==> config.mk <==
export PLATFORM = sky130hd
export DESIGN_NAME = rram_page_buffer
export DESIGN_NICKNAME = d
export VERILOG_FILES = /design/src/rtl/rram_buf_pkg.sv /design/src/rtl/strobe_sync_edge.sv /design/src/rtl/rram_page_buffer.sv
export SDC_FILE = /design/constraint.sdc
export NUM_CORES = 1
export LEC_CHECK = 0
export CAP_MARGIN = 30
export CORE_MARGIN = 4
export CORE_UTILIZATION = 35
export DETAILED_ROUTE_END_ITERATION = 12
export DONT_BUFFER_PORTS = 1
export PLACE_DENSITY = 0.59
export SLEW_MARGIN = 25
export SYNTH_ARGS = -nofsm -noshare
export SYNTH_HDL_FRONTEND = slang
export SYNTH_SLANG_ARGS = --single-unit
==> constraint.sdc <==
create_clock -name clk -period 8.9 [get_ports clk]
set_input_delay 2.67 -clock clk [delete_from_list [all_inputs] [get_ports clk]]
set_output_delay 2.67 -clock clk [all_outputs]
set_load 0.01 [all_outputs]
==> src/rtl/rram_buf_pkg.sv <==
// Shared types, default widths and sizing helpers for the RRAM page buffer.
package rram_buf_pkg;

  localparam int unsigned DEF_DATA_W = 32;
  localparam int unsigned DEF_IO_W   = 1;
  localparam int unsigned DEF_DEPTH  = 8;
  localparam int unsigned DEF_SYNC   = 1;

  typedef enum logic [1:0] {
    IDLE    = 2'd0,
    HOST_WR = 2'd1,
    HOST_RD = 2'd2
  } buf_state_t;

  // Host beats per buffer word.
  function automatic int unsigned beats(input int unsigned data_w, input int unsigned io_w);
    return data_w / io_w;
  endfunction

  // Counter width for n states, never narrower than one bit.
  function automatic int unsigned cnt_w(input int unsigned n);
    return (n > 1) ? $clog2(n) : 1;
  endfunction

endpackage

==> src/rtl/strobe_sync_edge.sv <==
// Optional 2-FF synchroniser followed by a registered-history edge detector.
module strobe_sync_edge #(
  parameter int unsigned SYNC = 1
) (
  input  logic clk,
  input  logic rst_n,
  input  logic strobe,
  output logic rise_c,
  output logic fall_c
);

  logic s_c;
  logic s_d_q;

  if (SYNC != 0) begin : g_sync
    logic s1_q;
    logic s2_q;
    always_ff @(posedge clk or negedge rst_n) begin
      if (!rst_n) begin
        s1_q <= 1'b0;
        s2_q <= 1'b0;
      end else begin
        s1_q <= strobe;
        s2_q <= s1_q;
      end
    end
    assign s_c = s2_q;
  end else begin : g_nosync
    assign s_c = strobe;
  end

  always_ff @(posedge clk or negedge rst_n) begin
    if (!rst_n) s_d_q <= 1'b0;
    else        s_d_q <= s_c;
  end

  assign rise_c = s_c & ~s_d_q;
  assign fall_c = ~s_c & s_d_q;

endmodule

==> src/rtl/rram_page_buffer.sv <==
// Page buffer between narrow host IO beats and the RRAM array engines.
module rram_page_buffer
  import rram_buf_pkg::*;
#(
  parameter int unsigned DATA_W = DEF_DATA_W,
  parameter int unsigned IO_W   = DEF_IO_W,
  parameter int unsigned DEPTH  = DEF_DEPTH,
  parameter int unsigned SYNC   = DEF_SYNC
) (
  input  logic                     clk,
  input  logic                     rst_n,
  input  logic                     ce,
  input  logic                     cle,
  input  logic                     ale,
  input  logic                     we,
  input  logic                     re,
  input  logic                     ctrl_we,
  input  logic                     ctrl_re,
  input  logic                     col_ld,
  input  logic [$clog2(DEPTH)-1:0] col_addr,
  input  logic [IO_W-1:0]          io_in,
  output logic [IO_W-1:0]          io_out,
  output logic                     io_oe,
  input  logic [$clog2(DEPTH)-1:0] arr_addr,
  input  logic                     arr_we,
  input  logic [DATA_W-1:0]        arr_wdata,
  output logic [DATA_W-1:0]        arr_rdata,
  output logic [$clog2(DEPTH):0]   word_cnt,
  output logic                     buf_full,
  output logic                     ovf_err
);

  localparam int unsigned BEATS = beats(DATA_W, IO_W);
  localparam int unsigned AW    = $clog2(DEPTH);
  localparam int unsigned CW    = AW + 1;
  localparam int unsigned BW    = cnt_w(BEATS);

  buf_state_t        state_q, state_d;
  logic [AW-1:0]     wr_ptr_q, wr_ptr_d;
  logic [AW-1:0]     rd_ptr_q, rd_ptr_d;
  logic [BW-1:0]     beat_cnt_q, beat_cnt_d;
  logic [DATA_W-1:0] shift_q, shift_d;
  logic [CW-1:0]     word_cnt_d;
  logic              buf_full_d, ovf_err_d, io_oe_d;
  logic [IO_W-1:0]   io_out_d;
  logic              host_commit_c;
  logic              wr_beat_c, rd_beat_c;
  logic              we_rise_c, we_fall_c, re_rise_c, re_fall_c;
  logic [DATA_W-1:0] rd_word_c;

  logic [DATA_W-1:0] mem [DEPTH];

  strobe_sync_edge #(.SYNC(SYNC)) u_we_edge (
    .clk    (clk),
    .rst_n  (rst_n),
    .strobe (we),
    .rise_c (we_rise_c),
    .fall_c (we_fall_c)
  );

  strobe_sync_edge #(.SYNC(SYNC)) u_re_edge (
    .clk    (clk),
    .rst_n  (rst_n),
    .strobe (re),
    .rise_c (re_rise_c),
    .fall_c (re_fall_c)
  );

  // Only the write-strobe rise and read-strobe fall carry meaning.
  logic unused_edges_c;
  assign unused_edges_c = we_fall_c | re_rise_c;

  assign arr_rdata = mem[arr_addr];
  assign rd_word_c = mem[rd_ptr_q];

  // Next-state logic; ce and conflicting controller modes both force IDLE.
  always_comb begin
    state_d = state_q;
    if (ce || (ctrl_we && ctrl_re)) begin
      state_d = IDLE;
    end else begin
      unique case (state_q)
        IDLE: begin
          if (ctrl_we)      state_d = HOST_WR;
          else if (ctrl_re) state_d = HOST_RD;
        end
        HOST_WR: if (!ctrl_we) state_d = IDLE;
        HOST_RD: if (!ctrl_re) state_d = IDLE;
        default: state_d = IDLE;
      endcase
    end
  end

  assign wr_beat_c = (state_q == HOST_WR) && ctrl_we && !ctrl_re && we_rise_c && !cle && !ale;
  assign rd_beat_c = (state_q == HOST_RD) && ctrl_re && !ctrl_we && re_fall_c;

  // Datapath next values; priority is ce, then col_ld, then beats.
  always_comb begin
    wr_ptr_d      = wr_ptr_q;
    rd_ptr_d      = rd_ptr_q;
    beat_cnt_d    = beat_cnt_q;
    shift_d       = shift_q;
    word_cnt_d    = word_cnt;
    ovf_err_d     = ovf_err;
    io_out_d      = io_out;
    io_oe_d       = (state_q == HOST_RD) && !ce;
    host_commit_c = 1'b0;
    if (ce) begin
      wr_ptr_d   = '0;
      rd_ptr_d   = '0;
      beat_cnt_d = '0;
      shift_d    = '0;
      word_cnt_d = '0;
      ovf_err_d  = 1'b0;
      io_out_d   = '0;
    end else begin
      if (col_ld) begin
        wr_ptr_d   = col_addr;
        rd_ptr_d   = col_addr;
        beat_cnt_d = '0;
      end else if (wr_beat_c) begin
        if (buf_full) begin
          ovf_err_d = 1'b1;
        end else begin
          shift_d = {io_in, shift_q[DATA_W-1:IO_W]};
          if (beat_cnt_q == BW'(BEATS - 1)) begin
            host_commit_c = 1'b1;
            wr_ptr_d      = wr_ptr_q + AW'(1);
            word_cnt_d    = word_cnt + CW'(1);
            beat_cnt_d    = '0;
          end else begin
            beat_cnt_d = beat_cnt_q + BW'(1);
          end
        end
      end else if (rd_beat_c) begin
        io_out_d = rd_word_c[32'(beat_cnt_q) * IO_W +: IO_W];
        if (beat_cnt_q == BW'(BEATS - 1)) begin
          rd_ptr_d   = rd_ptr_q + AW'(1);
          beat_cnt_d = '0;
        end else begin
          beat_cnt_d = beat_cnt_q + BW'(1);
        end
      end
      // Leaving write mode discards any partially assembled word.
      if (state_q == HOST_WR && state_d != HOST_WR) begin
        beat_cnt_d = '0;
        shift_d    = '0;
      end
    end
    buf_full_d = (word_cnt_d == CW'(DEPTH));
  end

  always_ff @(posedge clk or negedge rst_n) begin
    if (!rst_n) begin
      state_q    <= IDLE;
      wr_ptr_q   <= '0;
      rd_ptr_q   <= '0;
      beat_cnt_q <= '0;
      shift_q    <= '0;
      word_cnt   <= '0;
      buf_full   <= 1'b0;
      ovf_err    <= 1'b0;
      io_out     <= '0;
      io_oe      <= 1'b0;
    end else begin
      state_q    <= state_d;
      wr_ptr_q   <= wr_ptr_d;
      rd_ptr_q   <= rd_ptr_d;
      beat_cnt_q <= beat_cnt_d;
      shift_q    <= shift_d;
      word_cnt   <= word_cnt_d;
      buf_full   <= buf_full_d;
      ovf_err    <= ovf_err_d;
      io_out     <= io_out_d;
      io_oe      <= io_oe_d;
    end
  end

  // Storage keeps its contents across reset and ce; the array port is locked out during host writes.
  always_ff @(posedge clk) begin
    if (host_commit_c)
      mem[wr_ptr_q] <= shift_d;
    else if (arr_we && state_q != HOST_WR)
      mem[arr_addr] <= arr_wdata;
  end

endmodule

==> flow_summary.json <==
{
  "status": "finished, final reports clean",
  "cts_htree_levels": 2,
  "routed_wl_mm": 37.5,
  "yosysWarnings": 0,
  "area_growth_pct": 11.6,
  "grt_max_degree": 69,
  "drv_cap": 0,
  "rrSetupSlack_ns": 5.22,
  "grt_pass1_wl_mm": 57.0,
  "antenna_left": 0,
  "synth-edff-count": 256,
  "syn_area_per_cell_um2": 16.8,
  "critPathKind": "input port to output pin",
  "synth_fa_ha_area_share_pct": 0.425,
  "dieWidth_um": 213,
  "fin_tns_setup_ns": 0,
  "hold_buffers": 0,
  "antenna_found_initial": 2,
  "synth-seq-cells": 315,
  "reg2reg_to": "mem[0][5]$_DFFE_PP_",
  "path_max_fanout": 66,
  "core-area_um2": 41200,
  "synth_mux_area_share_pct": 24.9,
  "place_congestion": 0.750,
  "cts_tree": "yes",
  "min_path_type": "flop to flop",
  "min_period_ns": 6.23,
  "grt_pass1_vias": 8556,
  "dpl.hpwl_mm": 22.2,
  "finalSetupViolations": 0,
  "vias_per_cell": 5.66,
  "end_kind": "output pin",
  "finalCritPeriodShare_pct": 70.0,
  "startpoint_type": "input port",
  "cts.sinks": 315,
  "slew_headroom_pct": 35.3,
  "required_ns": 6.23,
  "final_net_count": 920,
  "tightest_slew_ns": 0.971,
  "final_cell_mix": "edfxtp_1 (256), mux4_2 (119), nand2_1 (81)",
  "hold_violations": 0,
  "synthArstFlopShare_pct": 18.7,
  "rr_startpoint": "beat_cnt_q[1]$_DFFE_PN0P_",
  "synth_xor_area_share_pct": 0.416,
  "cp.arrival_ns": 3.56,
  "path_clk_slew_ns": 0.05,
  "syn_nets": 929,
  "leakage_uw": 0.00538,
  "io_buffers": 0,
  "root_buffer": "clkbuf_16",
  "fillers": 3676,
  "die_h_um": 213,
  "detail_route.wl_per_cell_um": 26.4,
  "hold_ws_ns": 0.346,
  "cts_setup_buffers": 0,
  "clkLatencyLatePin_ns": 0.52,
  "synth-simple-area-share_pct": 5.18,
  "dr.pass1.iters": 7,
  "cts_resized": 0,
  "critical_path.top_delay_family": "multiplexers",
  "synth_flop_cell": "edfxtp_1",
  "worstPathCellList": "mux4_2 > mux2_2",
  "numCtsBuffers": 35,
  "max_stage_delay_ns": 0.50,
  "critPathSlowestCell": "mux4_2",
  "critPathBufInv": 0,
  "drv_slew": 0,
  "synth_area_um2": 14700,
  "synth_compound_area_share_pct": 4.46,
  "drt_iter0_markers": 533,
  "powerDensity_nw_per_um2": 202,
  "rr_worst_depth": 8,
  "num_io_pins": 90,
  "clock.fmax_mhz": 160,
  "num_rows": 74,
  "rsz0062_at_grt": "no",
  "synth_top_family_by_area": "multiplexers",
  "skew_ns": 0.0159,
  "overflow": 0,
  "synthCells": 874,
  "grt_use_total_pct": 16.9,
  "ir_worst_vdd_uv": 149,
  "yosysSeqAreaShare_pct": 62.2,
  "hold_path_end": "u_we_edge.g_sync.s2_q$_DFF_PN0_",
  "hold_depth": 0,
  "final_common_cell": "edfxtp_1",
  "start_util_pct": 35.7,
  "vias": 8048,
  "drive_gt1_share_pct": 30.8,
  "cts_buffer_depth": 3,
  "synthDistinctLibCells": 54,
  "antenna_cells": 0,
  "min_from": "u_we_edge.g_sync.s1_q$_DFF_PN0_",
  "die_area_um2": 45400,
  "drc_errors": 0
}
-- worst register-to-register path: cells and delay by family (launching register included) --
family / cells / cell delay (ns)
AOI/OAI and AO/OA: 1 / 0.30
adders and majority gates: 2 / 0.69
buffers and inverters: 1 / 0.46
DFF: 1 / 0.62
and+or+nand+nor: 4 / 1.28
-- report_power, final --
part	switching [uW]	total, uW	internal (uW)	leakage, uW
registers	17.2	1650	1630	0.00319
clock network	574	1440	862	0.000563
logic	128	236	108	0.00163
-- how the worst max path moves through the flow --
stage | startpoint | end | slack, ns | cells after the start
final | arr_addr[0] | arr_rdata[30] | 2.67 | 2
after global routing | arr_addr[0] | arr_rdata[24] | 2.66 | 2
after CTS | arr_addr[0] | arr_rdata[24] | 2.69 | 2
after detailed placement | arr_addr[0] | arr_rdata[30] | 2.69 | 2
after global placement | arr_addr[0] | arr_rdata[30] | 2.70 | 2
after floorplan | arr_addr[0] | arr_rdata[0] | 1.93 | 4
-- routing by layer --
| layer | track usage (%) | share of wire (%) |
|---|---|---|
| met1 | 23.0 | 42 |
| met2 | 28.6 | 50 |
| met3 | 3.61 | 6.0 |
| met4 | 3.20 | 1.5 |
| met5 | 0 | 0.091 |
-- sequential cells by signal (all words and copies together), names as in the netlist --
register and count:
u_we_edge.s_d_q 1, ovf_err 1, io_out 1, beat_cnt_q 5, u_we_edge.g_sync.s2_q 1, rd_ptr_q 3
word_cnt 4, u_re_edge.g_sync.s2_q 1, state_q 2, buf_full 1, wr_ptr_q 3, u_we_edge.g_sync.s1_q 1
mem 256, u_re_edge.s_d_q 1, shift_q 32, u_re_edge.g_sync.s1_q 1, io_oe 1
-- through the flow --
step | util [%] | instances | area, um2 | setup slack [ns] | power, uW
2_1_floorplan | - | 874 | 14700 | 1.93 | 1860
3_3_place_gp | 37.0 | 1359 | 15300 | 2.70 | 1920
3_5_place_dp | 37.1 | 1360 | 15300 | 2.69 | 1920
4_1_cts | 39.9 | 1421 | 16400 | 2.69 | 3360
5_1_grt | 39.9 | 1421 | 16400 | 2.66 | 3440
6_report | 39.9 | 1421 | 16400 | 2.67 | 3320
-- cells by family after synthesis --
family / Yosys count
fa+ha+maj: 5
flops: 315
compound gates: 103
xor+xnor: 7
buf+inv: 70
simple gates: 164
mux: 210
-- Yosys cell counts (all sizes together) (2+ instances only) --
cell,n,area [um2]
mux2,65,732
clkbuf,36,135
nor3,16,85.1
a31oi,8,50.1
nor4b,2,23.8
o211ai,3,22.5
ha,5,62.6
o22ai,12,75.1
buf,27,180
o21ai,7,35.0
nand3,13,65.1
xor2,3,26.3
o221a,2,22.5
o221ai,5,43.8
nor2b,3,18.8
edfxtp,256,7690
mux4,119,2680
nor3b,3,22.5
a21oi,41,209
a32oi,2,17.5
a22oi,2,15.0
nor2,27,101
mux2i,26,260
nor4,4,40.0
xnor2,4,35.0
a211oi,12,90.1
dfrtp,59,1480
nand2,82,308
nand2b,7,43.8
inv,7,26.3
-- area by class of cell --
type,instances,area (um2),area share [%]
Timing Repair Buffer,17,140,0.853
Multi-Input combinational cell,489,5280,32.1
Clock buffer,45,975,5.93
Tap cell,532,666,4.05
Sequential cell,315,9170,55.8
Clock inverter,16,173,1.05
Inverter,7,26.3,0.160
Power figures use the tool's default switching activity.
